## config.mk

```make
export PLATFORM = sky130hd
export DESIGN_NAME = seg_pattern_reader_flat
export DESIGN_NICKNAME = d
export VERILOG_FILES = /design/src/rtl/seg_pkg.sv /design/src/rtl/seg_pattern_reader_if.sv /design/src/rtl/seg_pattern_lookup.sv /design/src/rtl/seg_pattern_reader.sv /design/src/flat_wrapper.sv
export SDC_FILE = /design/constraint.sdc
export NUM_CORES = 1
export LEC_CHECK = 0
export ABC_CLOCK_PERIOD_IN_PS = 2850
export CORE_MARGIN = 4
export CORE_UTILIZATION = 25
export DETAILED_ROUTE_END_ITERATION = 7
export PLACE_DENSITY_LB_ADDON = 0.05
export REMOVE_ABC_BUFFERS = 1
export SYNTH_ARGS = -nofsm -noshare
export SYNTH_HDL_FRONTEND = slang
export SYNTH_HIERARCHICAL = 1
export SYNTH_SLANG_ARGS = --single-unit
```

## constraint.sdc

```tcl
create_clock -name clk -period 2.85 [get_ports clk]
set_input_delay 0.7125 -clock clk [delete_from_list [all_inputs] [get_ports clk]]
set_output_delay 0.7125 -clock clk [all_outputs]
set_load 0.005 [all_outputs]
```

## src/rtl/seg_pkg.sv

```systemverilog
// Seven-segment pattern reader: shared constants, pattern table, filter state and output word type.
// Latency: none (declarations only).
// Backpressure: not applicable.
package seg_pkg;

  // Segment bit positions in the active-high pattern; 1..5 run clockwise from top-right.
  localparam int SEG_TOP = 0;
  localparam int SEG_TR  = 1;
  localparam int SEG_BR  = 2;
  localparam int SEG_BOT = 3;
  localparam int SEG_BL  = 4;
  localparam int SEG_TL  = 5;
  localparam int SEG_MID = 6;

  localparam int SEG_W = 7;

  // Active-high segment patterns for hex digits 0..F, indexed by digit value.
  localparam logic [SEG_W-1:0] SEG_PATTERN [16] = '{
    7'h3F, 7'h06, 7'h5B, 7'h4F, 7'h66, 7'h6D, 7'h7D, 7'h07,
    7'h7F, 7'h6F, 7'h77, 7'h7C, 7'h39, 7'h5E, 7'h79, 7'h71
  };

  localparam logic [SEG_W-1:0] SEG_BLANK = 7'h00;

  typedef enum logic {
    SETTLE = 1'b0,
    LOCKED = 1'b1
  } reader_state_t;

  // Classified output word as carried by the output buffer.
  typedef struct packed {
    logic [3:0] digit;
    logic       blank;
    logic       pattern_error;
  } seg_word_t;

endpackage

```

## src/rtl/seg_pattern_reader_if.sv

```systemverilog
// Bundle of the segment input bus, enable and the valid/ready digit output of the reader.
// Latency: none (wiring only).
// Backpressure: digit_ready from the consumer holds digit_valid and its word.
interface seg_pattern_reader_if;
  logic [6:0] segments_n;
  logic       enable;
  logic       digit_ready;
  logic [3:0] digit;
  logic       digit_valid;
  logic       blank;
  logic       pattern_error;
  logic       overrun;

  // Reader side: samples the bus, drives the classified word.
  modport master (
    input  segments_n, enable, digit_ready,
    output digit, digit_valid, blank, pattern_error, overrun
  );

  // Environment side: drives the bus and consumes words.
  modport slave (
    output segments_n, enable, digit_ready,
    input  digit, digit_valid, blank, pattern_error, overrun
  );
endinterface

```

## src/rtl/seg_pattern_lookup.sv

```systemverilog
// Classifies an active-high segment pattern as hex digit, blank or illegal pattern.
// Latency: combinational.
// Backpressure: none.
module seg_pattern_lookup
  import seg_pkg::*;
(
  input  logic [SEG_W-1:0] s,
  output seg_word_t        word
);

  // Table search; patterns are unique so at most one entry can match.
  always_comb begin
    word = '0;
    if (s == SEG_BLANK) begin
      word.blank = 1'b1;
    end else begin
      word.pattern_error = 1'b1;
      for (int i = 0; i < 16; i++) begin
        if (s == SEG_PATTERN[i]) begin
          word.digit         = 4'(i);
          word.pattern_error = 1'b0;
        end
      end
    end
  end

endmodule

```

## src/rtl/seg_pattern_reader.sv

```systemverilog
// Recovers hex digits from an async active-low seven-segment bus: sync, stability filter, classify, 1-entry buffer.
// Latency: bus change before edge k gives digit_valid after edge k+1+STABLE_CYCLES.
// Backpressure: word held until digit_ready; a new acceptance overwrites a pending word and sets sticky overrun.
module seg_pattern_reader
  import seg_pkg::*;
#(
  parameter int unsigned STABLE_CYCLES = 4
) (
  input  logic                 clk,
  input  logic                 reset_n,
  seg_pattern_reader_if.master bus
);

  // cnt holds (run length - 1): a changed sample restarts the run at 0.
  localparam logic [7:0] RUN_LAST = 8'(STABLE_CYCLES - 1);

  logic [SEG_W-1:0] sync1_q, sync1_d;
  logic [SEG_W-1:0] p_q, p_d;
  logic [SEG_W-1:0] p_prev_q, p_prev_d;
  logic [SEG_W-1:0] last_q, last_d;
  logic [7:0]       cnt_q, cnt_d;
  logic             have_last_q, have_last_d;
  reader_state_t    state_q, state_d;
  seg_word_t        word_q, word_d;
  seg_word_t        lookup_word;
  logic             valid_q, valid_d;
  logic             overrun_q, overrun_d;
  logic             accept;

  // Two-flop synchronizer on the inverted (active-high) bus.
  always_comb begin
    sync1_d = ~bus.segments_n;
    p_d     = sync1_q;
  end

  // Synchronizer registers; reset value matches the all-off bus.
  always_ff @(posedge clk) begin
    if (!reset_n) begin
      sync1_q <= '0;
      p_q     <= '0;
    end else begin
      sync1_q <= sync1_d;
      p_q     <= p_d;
    end
  end

  // Stability filter: run counter, LOCKED/SETTLE tracking and acceptance of new patterns.
  always_comb begin
    p_prev_d    = p_q;
    cnt_d       = cnt_q;
    state_d     = state_q;
    last_d      = last_q;
    have_last_d = have_last_q;
    accept      = 1'b0;

    if (!bus.enable || (p_q != p_prev_q)) begin
      cnt_d = '0;
    end else if (cnt_q != 8'hFF) begin
      cnt_d = cnt_q + 8'd1;
    end

    case (state_q)
      LOCKED: begin
        if (!bus.enable || (p_q != last_q)) begin
          state_d = SETTLE;
        end
      end
      default: ;
    endcase

    // A run that just reached its length is accepted only if it differs from the last accepted
    // pattern; this also covers a change seen in LOCKED when a single sample suffices.
    if (bus.enable && (cnt_d == RUN_LAST) && (!have_last_q || (p_q != last_q))) begin
      accept      = 1'b1;
      state_d     = LOCKED;
      last_d      = p_q;
      have_last_d = 1'b1;
    end
  end

  // Filter state registers.
  always_ff @(posedge clk) begin
    if (!reset_n) begin
      p_prev_q    <= '0;
      cnt_q       <= '0;
      state_q     <= SETTLE;
      last_q      <= '0;
      have_last_q <= 1'b0;
    end else begin
      p_prev_q    <= p_prev_d;
      cnt_q       <= cnt_d;
      state_q     <= state_d;
      last_q      <= last_d;
      have_last_q <= have_last_d;
    end
  end

  seg_pattern_lookup u_lookup (
    .s    (p_q),
    .word (lookup_word)
  );

  // One-entry output buffer; a same-cycle consume and load keeps valid high without overrun.
  always_comb begin
    word_d    = word_q;
    valid_d   = valid_q;
    overrun_d = overrun_q;
    if (accept) begin
      if (valid_q && !bus.digit_ready) begin
        overrun_d = 1'b1;
      end
      word_d  = lookup_word;
      valid_d = 1'b1;
    end else if (bus.digit_ready) begin
      valid_d = 1'b0;
    end
  end

  // Output buffer registers; every output comes straight from these flops.
  always_ff @(posedge clk) begin
    if (!reset_n) begin
      word_q    <= '0;
      valid_q   <= 1'b0;
      overrun_q <= 1'b0;
    end else begin
      word_q    <= word_d;
      valid_q   <= valid_d;
      overrun_q <= overrun_d;
    end
  end

  assign bus.digit         = word_q.digit;
  assign bus.blank         = word_q.blank;
  assign bus.pattern_error = word_q.pattern_error;
  assign bus.digit_valid   = valid_q;
  assign bus.overrun       = overrun_q;

endmodule

```

## src/flat_wrapper.sv

```systemverilog
// flat-port wrapper written by rule: the top's interface ports become plain ports
module seg_pattern_reader_flat import seg_pkg::*;
#(
  parameter int unsigned STABLE_CYCLES = 4
)
  (clk, reset_n, bus_segments_n, bus_enable, bus_digit_ready, bus_digit, bus_digit_valid, bus_blank, bus_pattern_error, bus_overrun);
  seg_pattern_reader_if bus_i ();
  input  logic clk;
  input  logic reset_n;
  input wire logic [$bits(bus_i.segments_n)-1:0] bus_segments_n;
  input wire logic [$bits(bus_i.enable)-1:0] bus_enable;
  input wire logic [$bits(bus_i.digit_ready)-1:0] bus_digit_ready;
  output wire logic [$bits(bus_i.digit)-1:0] bus_digit;
  output wire logic [$bits(bus_i.digit_valid)-1:0] bus_digit_valid;
  output wire logic [$bits(bus_i.blank)-1:0] bus_blank;
  output wire logic [$bits(bus_i.pattern_error)-1:0] bus_pattern_error;
  output wire logic [$bits(bus_i.overrun)-1:0] bus_overrun;
  assign bus_i.segments_n = bus_segments_n;
  assign bus_i.enable = bus_enable;
  assign bus_i.digit_ready = bus_digit_ready;
  assign bus_digit = bus_i.digit;
  assign bus_digit_valid = bus_i.digit_valid;
  assign bus_blank = bus_i.blank;
  assign bus_pattern_error = bus_i.pattern_error;
  assign bus_overrun = bus_i.overrun;
  seg_pattern_reader #(.STABLE_CYCLES(STABLE_CYCLES)) u_core (.clk(clk), .reset_n(reset_n), .bus(bus_i));
endmodule
```

==> impl_metrics.toml <==
[run_status]
status = "finished, final reports clean"

[job]
drv_cap = 0

[synthesis]
synth-async-reset-ratio_pct = 0
synth_edf_count = 0
synth.distinct_cells = 57
yosysTopAreaCellShare_pct = 40.5
synth_cells = 246
synth_common_cells = "dfxtp_1 (45), nand2_1 (21), nor2_1 (16)"
syn_avg_cell_area_um2 = 9.04
yosysMostFrequentCell = "dfxtp_1"
synth_seq_cells = 45
yosys-top-cells-area = "dfxtp_1 (41%), xnor2_1 (4.3%), mux2i_1 (4.1%)"
synth_ff_type = "dfxtp_1"
seq_area_frac_synth_pct = 40.5
ys_warn_count = 6
syn_area_mm2 = 0.00222
yosys.area.top_type = "dfxtp_1"

[grt]
grt_first_pass_wirelength_um = 8780
gr-total-overflow = 0
antenna_found_initial = 0
grt_pass1_vias = 1675
grtUsageTotal_pct = 11.0
grt_start_max_net_pins = 17

[cts]
cts_max_path_buffers = 2
cts_resized = 0
clockRootBuffer = "clkbuf_8"
cts_made_buffers = 5
holdBufCountCts = 0
post_cts_buffers = 0
clk_pin_slew_ns = 0.09
clock_latency_ns = 0.30
cts_tree = "yes"
htreeDepth = 2
clock_sinks = 45

[floorplanning]
die_h_um = 102
rows = 34
initial_core_util_pct = 25.6
coreArea_mm2 = 0.00868
die_area_mm2 = 0.0105
die_x_um = 102
ios = 19

[setup_path]
worstPathArrival_ns = 2.51
required_ns = 3.08
end_kind = "register"
crit_path_max_fanout = 8
cp-start-kind = "register"
worstSetupPathType = "register to register"

[sta]
finalHoldViolations = 0
drv_slew = 0
tightestPinTransition_ns = 0.562
min_period_ns = 2.28
setup_violations = 0
rsz0062_at_grt = "false"
finalClockSkew_ns = 0.00846
fin_ws_ns = 0.572
max_freq_ghz = 0.439
fin_tns_setup_ns = 0
slew_headroom_pct = 62.5
finalCritPeriodShare_pct = 79.9

[route]
vias = 1762
drt_iter0_drc = 39
drt_wl_total_um = 5150
dr.pass1.iters = 4
drc = 0
wl_per_cell_um = 13.6
viasPerCell = 4.65
detail-route-antenna-nets = 0

[cells_and_area]
diodes = 0
area_growth_pct = 19.5
finish.net_count = 282
seq_area_um2 = 901
drive_above_1_share_pct = 11.4
multi_input_area_mm2 = 0.00121
num-fill-cells = 943

[min_path]
hold_class = "register to register"

[power]
total_leakage_power_nw = 0.965
power_per_cell_area_mw_per_mm2 = 448
vdd_drop_max_v = 0.000201

[place]
numPortBuffers = 18
dp_hpwl_um = 3850
dp_slack_ns = 0.415
gp_congestion = 0.697
[critical path, stage by stage (launching register included)]
cell	delay, ns
dfxtp_1	0.43
ha_1	0.31
and3_1	0.34
and4_4	0.29
o211ai_4	0.14
nor4_4	0.27
buf_4	0.23
mux2i_1	0.20
[where the power goes]
part | internal, W | switching (W) | total (W) | leakage (nW)
Clock | 0.000219 | 0.000219 | 0.000438 | 0.0542
Sequential | 0.000642 | 0.0000114 | 0.000653 | 0.366
Combinational | 0.0000465 | 0.0000522 | 0.0000987 | 0.545
[cell families after synthesis]
kind of cell             Yosys count  synth area share [%]
AND/OR/NAND/NOR                   97                  26.1
buffers and inverters             25                  4.95
AO/OA/AOI/OAI                     53                  17.5
multiplexers                       9                  4.05
adder cells (fa/ha/maj)            1                 0.563
XOR/XNOR                          16                  6.30
flip-flops                        45                  40.5
[cells in the final DEF, fill, tap and decap left out, types with 2 or more instances in the layout]
cell type,count
o21ai_0,7
nor4_4,2
nand2_1,21
clkdlybuf4s50_1,18
xor2_1,5
a31oi_1,3
nor2b_1,5
xnor2_1,11
nand3_1,8
a21oi_1,13
o22ai_1,3
nor2_1,16
nor3_1,5
a21o_1,2
o21a_1,2
o31ai_1,7
and2_1,8
buf_4,10
and4_4,2
clkbuf_8,7
inv_1,14
nand4_1,9
a211oi_1,2
nor3b_1,4
and4_1,2
and3_1,2
dfxtp_1,45
and3b_1,3
mux2i_1,9
[worst paths after layout]
kind,start,end,slack (ns),depth (start not counted)
worst max-delay path,u_core/cnt_q[0],u_core/last_q[0],0.57,7
worst min-delay path,u_core/p_d[6],u_core/p_prev_d[6],0.44,1
worst max register to register,u_core/cnt_q[0],u_core/last_q[0],0.57,7
worst min register to register,u_core/p_d[6],u_core/p_prev_d[6],0.44,1
[layer usage]
metal,part of all wire [%],vias up,GRT usage [%]
met1,51,805,15.4
met5,0,-,0
met4,1.3,0,4.24
met2,45,18,16.5
met3,2.9,5,2.53
li1,-,934,-
[sequential cells by signal (all words and copies together) (netlist names), 4 cells and up]
register	cells
u_core/cnt_q	8
u_core/bus.digit	4
u_core/p_prev_d	7
u_core/last_q	7
u_core/p_d	7
u_core/p_prev_q	7
[metrics by stage]
step / util (%) / hold slack (ns) / total power (W) / instance area [um2] / cells
floorplan: - / 0.412 / 0.000722 / 2170 / 235
global placement: 29.5 / 0.413 / 0.000770 / 2560 / 371
detailed placement: 29.5 / 0.419 / 0.000770 / 2560 / 371
CTS: 30.6 / 0.441 / 0.00122 / 2660 / 379
global route: 30.6 / 0.452 / 0.00126 / 2660 / 379
finish: 30.6 / 0.438 / 0.00119 / 2660 / 379
[final cells by class]
type	instances	share of cell area, %
flip-flops and latches	45	33.9
repair buffers	28	9.60
clock inverters	1	0.188
well taps	108	5.08
multi-input cells	176	45.6
inverters	14	1.98
clock buffers	7	3.63
Power figures use the tool's default switching activity.
